File: src/rtl/envelope_vca.sv
// rtl/envelope_vca.sv - envelope-controlled amplifier: SampleOut = (SampleIn * (Envolope + 1)) >> WAVE_DEPTH
// Sequential shift-add multiplier, one multiplier bit per clock, valid/ready on both sides.
module envelope_vca #(
    parameter int WAVE_DEPTH = 8
) (
    input  logic                  Clock,
    input  logic                  Reset,
    input  logic [WAVE_DEPTH-1:0] SampleIn,
    input  logic [WAVE_DEPTH-1:0] Envolope,
    input  logic                  InValid,
    output logic                  InReady,
    output logic [WAVE_DEPTH-1:0] SampleOut,
    output logic                  OutValid,
    input  logic                  OutReady
);

    localparam int ACC_W  = 2 * WAVE_DEPTH + 1;
    localparam int MPLR_W = WAVE_DEPTH + 1;
    localparam int CNT_W  = $clog2(WAVE_DEPTH + 2);
    localparam logic [CNT_W-1:0] LAST_STEP = CNT_W'(WAVE_DEPTH);

    typedef enum logic [1:0] {
        IDLE,
        MUL,
        DONE
    } state_t;

    state_t                state, state_next;
    logic [ACC_W-1:0]      mcand, mcand_next;
    logic [MPLR_W-1:0]     mplr, mplr_next;
    logic [ACC_W-1:0]      acc, acc_next;
    logic [CNT_W-1:0]      cnt, cnt_next;
    logic [WAVE_DEPTH-1:0] sample_next;
    logic [ACC_W-1:0]      acc_sum;
    logic                  accept;

    always_ff @(posedge Clock or negedge Reset) begin
        if (!Reset) begin
            state     <= IDLE;
            mcand     <= '0;
            mplr      <= '0;
            acc       <= '0;
            cnt       <= '0;
            SampleOut <= '0;
        end else begin
            state     <= state_next;
            mcand     <= mcand_next;
            mplr      <= mplr_next;
            acc       <= acc_next;
            cnt       <= cnt_next;
            SampleOut <= sample_next;
        end
    end

    // InReady sees OutReady combinationally so a result can hand off and reload in one cycle.
    assign InReady  = Reset && ((state == IDLE) || ((state == DONE) && OutReady));
    assign OutValid = (state == DONE);
    assign accept   = InValid && InReady;
    assign acc_sum  = acc + (mplr[0] ? mcand : '0);

    always_comb begin
        state_next  = state;
        mcand_next  = mcand;
        mplr_next   = mplr;
        acc_next    = acc;
        cnt_next    = cnt;
        sample_next = SampleOut;

        case (state)
            IDLE: begin
                if (accept) begin
                    state_next = MUL;
                    mcand_next = {{(ACC_W - WAVE_DEPTH){1'b0}}, SampleIn};
                    mplr_next  = {1'b0, Envolope} + MPLR_W'(1);
                    acc_next   = '0;
                    cnt_next   = '0;
                end
            end
            MUL: begin
                acc_next   = acc_sum;
                mcand_next = mcand << 1;
                mplr_next  = mplr >> 1;
                cnt_next   = cnt + CNT_W'(1);
                // The final partial product is folded in on the same edge that leaves MUL.
                if (cnt == LAST_STEP) begin
                    state_next  = DONE;
                    sample_next = acc_sum[2*WAVE_DEPTH-1:WAVE_DEPTH];
                end
            end
            DONE: begin
                if (OutReady) begin
                    if (accept) begin
                        state_next = MUL;
                        mcand_next = {{(ACC_W - WAVE_DEPTH){1'b0}}, SampleIn};
                        mplr_next  = {1'b0, Envolope} + MPLR_W'(1);
                        acc_next   = '0;
                        cnt_next   = '0;
                    end else begin
                        state_next = IDLE;
                    end
                end
            end
            default: state_next = IDLE;
        endcase
    end

endmodule

File: config.mk
export PLATFORM = sky130hd
export DESIGN_NAME = envelope_vca
export DESIGN_NICKNAME = d
export VERILOG_FILES = /design/src/rtl/envelope_vca.sv
export SDC_FILE = /design/constraint.sdc
export NUM_CORES = 1
export LEC_CHECK = 0
export CAP_MARGIN = 20
export CORE_MARGIN = 2
export CORE_UTILIZATION = 48
export CTS_CLUSTER_DIAMETER = 40
export DETAILED_ROUTE_END_ITERATION = 10
export PLACE_DENSITY = 0.71
export SLEW_MARGIN = 10
export SYNTH_ARGS = -nofsm -noshare
export SYNTH_HDL_FRONTEND = slang
export SYNTH_SLANG_ARGS = --single-unit
File: constraint.sdc
create_clock -name Clock -period 8.1 [get_ports Clock]
set_input_delay 1.215 -clock Clock [delete_from_list [all_inputs] [get_ports Clock]]
set_output_delay 1.215 -clock Clock [all_outputs]
set_load 0.01 [all_outputs]
# Yosys cells after proc, flatten, opt, wreduce, memory -nomap -nowiden
# Index checks and enable logic that the tools add are counted.
[op_classes]
n_reduce_logical = 9
n_mux = 18
n_eq_ne = 6
n_addsub = 3
[op_table]
columns = ["operator", "count"]
rows = [
  ["$pmux 17 s3", 2],
  ["$mux 17", 5],
  ["$pmux 9 s3", 1],
  ["$mux 9", 2],
  ["$add 17x17->17", 1],
  ["$pmux 4 s3", 1],
  ["$add 8x1->9 const B", 1],
  ["$mux 4", 2],
  ["$mux 2", 3],
  ["$pmux 2 s3", 1],
  ["$add 4x1->4 const B", 1],
  ["$eq 4x4->1 const B", 1],
  ["$ne 2x2->1 const B", 2],
  ["$reduce_and 2->1", 2],
  ["$logic_and 1x1->1", 3],
  ["$reduce_and 3->1", 1],
  ["$reduce_bool 3->1", 1],
  ["$eq 2x1->1 const B", 1],
  ["$eq 2x2->1 const B", 1],
  ["$logic_not 2->1", 1],
  ["$ne 2x1->1 const B", 1],
  ["$logic_or 1x1->1", 1],
  ["$mux 1", 1],
]
[word_totals]
inputBits = 20
word_cells = 42
ff_bits = 57
output_inout_bits = 10

# Longest topological paths before layout
[logic_depth]
ltp_word = 8
depth_mapped = 11
depth_no_buf = 10

# Worst setup path after synthesis
# OpenSTA, ideal clock, no wires.
[synth_path]
path_type = "input -> output"
start = "in OutReady"
end = "out InReady"
required_ns = 6.885
setup_slack_ns = 5.225
stages = 2
arrival_time_ns = 1.660
path_buffers = 0
cell_sequence = "inv_1 -> a211oi_1"
[synth_between]
elab_chain_cells = 3
[synth_rtl]
columns = ["element", "line", "rtl"]
rows = [
  ["start, declared", "14", "input logic OutReady"],
  ["$logic_and 1x1->1", "56", "assign InReady = Reset && ((state == IDLE) || ((state == DONE) && OutReady));"],
  ["$logic_or 1x1->1", "56", ""],
  ["$logic_and 1x1->1", "56", ""],
  ["end, declared", "11", "output logic InReady,"],
]
# No other way between the ends.

# Worst setup path after layout
[layout_path]
start = "in Reset"
end = "out InReady"
[layout_between]
elab_chain_cells = 1
[layout_rtl]
columns = ["element", "line", "rtl"]
rows = [
  ["start, declared", "7", "input logic Reset,"],
  ["$logic_and 1x1->1", "56", ""],
]
# No other way between the ends.

==> run metrics <==
deepest level of the CTS H-tree 2; CP arrival 2.83 ns; Post-synth EDFFs 0; cts bufs inserted 5; drt initial violations 144; CP endpoint kind primary output; Post-CTS Hold Fix Bufs 0; crit path launch Reset; power per standard cell area 332.7 mW/mm^2; Syn Nets 389; Ant. Diodes 0; Initial Utilization 49.67%; setup_tns 0 ns; Worst EP required 6.88 ns; Unique masters post-synth 43; count of pins over their slew limit 0; crit path time final 4.045 ns; dpl hpwl 4.645 mm; die area 0.007274 sq mm; CTS Sinks 55; die span in x 85.29 um; post-CTS setup buffer count 0; status finished, final reports clean; CTS root buf clkbuf_8; most frequent cells in the layout nand2_1 (60), dfrtp_1 (55), o21ai_0 (34), clkdlybuf4s50_1 (28), nand3_1 (19); DR vias/cell 5.729; drt first pass iters 4; Reg-to-Reg Start mplr[0]; Post-Syn Instances 350; crit share post-route 49.94%; largest net degree at the start of global routing 57; Overflow after GRT 0; antenna violations before repair 0; first-pass GRT wire length 11.34 mm; CP Class primary input to primary output; syn avg cell area 9.062 sq um; Tot GR Track Use 19.35%; max_slew headroom 39.75%; synthesis-to-finish area growth 13.93%; ys async rst share 100.0%; Fmax 0.2472 GHz; Synth top area share 43.39%; share of the yosys chip area belonging to registers 43.39%; Most used DFF post-synth dfrtp_1; Hold Startpoint SampleOut[5]; Worst Clk Skew 0.005694 ns; layout cells sized above 1 4.878%; post-route ant nets 0; Nets 408; Ys Warns 0; endpoints failing setup 0; core footprint 0.006386 sq mm; Ports 30; Synth Cell Area 0.003172 sq mm; Total Wirelength 6.705 mm; Die Y 85.29 um; RSZ-0062 raised after global routing false; CTS tree yes; final core utilization 56.58%; fill count 607; clock slew at reported path FFs 0.10 ns; Synth area leaders dfrtp_1 (43%), ha_1 (7.1%), nand2_1 (7.1%); Worst Tran Pin Value 0.8968 ns; max cap viols 0; area leader, netlist dfrtp_1; Crit Path Max Fanout 56; vias in the first global route 2404; # DRC 0; buffers added on ports 29; P_leak 1.609 nW; via count 2555; clock buffer depth 2; Synth Register Bits 55; post-CTS sizing 0; Final Wtd Congestion 0.8965; Min-Delay Path Class flop to flop; Core Rows 29; crit start category primary input; worst skew pair latency 0.30 ns; final hold violations 0; WL/cell 15.03 um; commonest non-fill, non-tap cell in the layout nand2_1; Max VDD drop 0.1962 mV
final timing paths:
check	slack, ns	cells past startpoint	end
setup reg to reg	5.18	10	SampleOut[4]
min in group asynchronous	1.03	2	state[1]
max in group asynchronous	6.59	2	mcand[8]
setup / recovery	4.05	5	InReady
hold reg to reg	0.48	2	SampleOut[5]
hold / removal	0.48	2	SampleOut[5]
area by class of cell:
type,instances,area [sq um],area share [%]
repair buffers,33,315.3,8.726
clock inverters,2,37.54,1.039
multi-input cells,267,1693,46.85
flip-flops and latches,55,1376,38.09
well taps,77,96.34,2.666
clock buffers,5,68.82,1.904
inverters,7,26.28,0.7271
cell usage after synthesis, types with 2 or more instances:
| cell | n |
|---|---|
| dfrtp_1 | 55 |
| buf_1 | 2 |
| o211ai_1 | 2 |
| nand4_1 | 10 |
| ha_1 | 18 |
| or4_1 | 4 |
| o21ai_0 | 34 |
| a21o_1 | 6 |
| xor2_1 | 8 |
| mux2_2 | 2 |
| a211oi_1 | 3 |
| and2_1 | 16 |
| clkbuf_1 | 19 |
| a22oi_1 | 12 |
| nor3_1 | 3 |
| nand2_1 | 60 |
| o31ai_1 | 4 |
| nand2b_1 | 2 |
| o21a_1 | 3 |
| nand3_1 | 19 |
| a221o_1 | 4 |
| inv_1 | 7 |
| and3_1 | 2 |
| nor2_1 | 13 |
| a22o_1 | 2 |
| a21oi_1 | 9 |
| xnor2_1 | 10 |
| nor2b_1 | 6 |
power breakdown:
part / switching [W] / total [W] / internal [W] / leakage (nW)
Clock: 0.0000880 / 0.000179 / 0.0000905 / 0.0502
Combinational: 0.000330 / 0.000566 / 0.000236 / 0.856
Sequential: 0.0000751 / 0.000458 / 0.000383 / 0.703
Total: 0.000493 / 0.00120 / 0.000709 / 1.61
flip-flops by register name (all words and copies together), names as in the netlist:
register,flops
SampleOut,8
mplr,9
mcand,16
cnt,4
state,2
acc,16
through the flow:
step	cells	total power, W	area, sq um	hold WS (ns)	setup slack, ns
4_1_cts	446	0.001208	3613	0.4920	3.955
6_report	446	0.001202	3613	0.4833	4.055
2_1_floorplan	350	0.0008565	3172	0.4464	5.225
3_3_place_gp	439	0.001008	3507	0.4593	4.009
5_1_grt	446	0.001302	3613	0.5261	3.786
3_5_place_dp	439	0.001028	3507	0.4680	3.958
cell families after synthesis:
group | Yosys count | share of synthesized area, %
DFF | 55 | 43.39
AOI/OAI and AO/OA | 91 | 19.25
xor gates and xnor gates | 18 | 4.970
and+or+nand+nor | 137 | 20.63
muxes | 2 | 0.7100
adders and majority gates | 19 | 7.732
buffers and inverters | 28 | 3.314
worst max-delay path, cell delays in order:
cell,delay (ns)
buf_2,0.07
buf_4,0.53
inv_1,0.10
a211oi_1,0.30
clkdlybuf4s50_1,0.60
routing by layer:
metal / GRT usage (%) / vias up / part of all wire, %
li1: - / 1296 / -
met1: 26.01 / 1213 / 49
met2: 33.03 / 44 / 47
met3: 3.210 / 2 / 3.1
met4: 4.040 / 0 / 0.37
met5: 0 / - / 0
(Power assumes the default switching activity.)
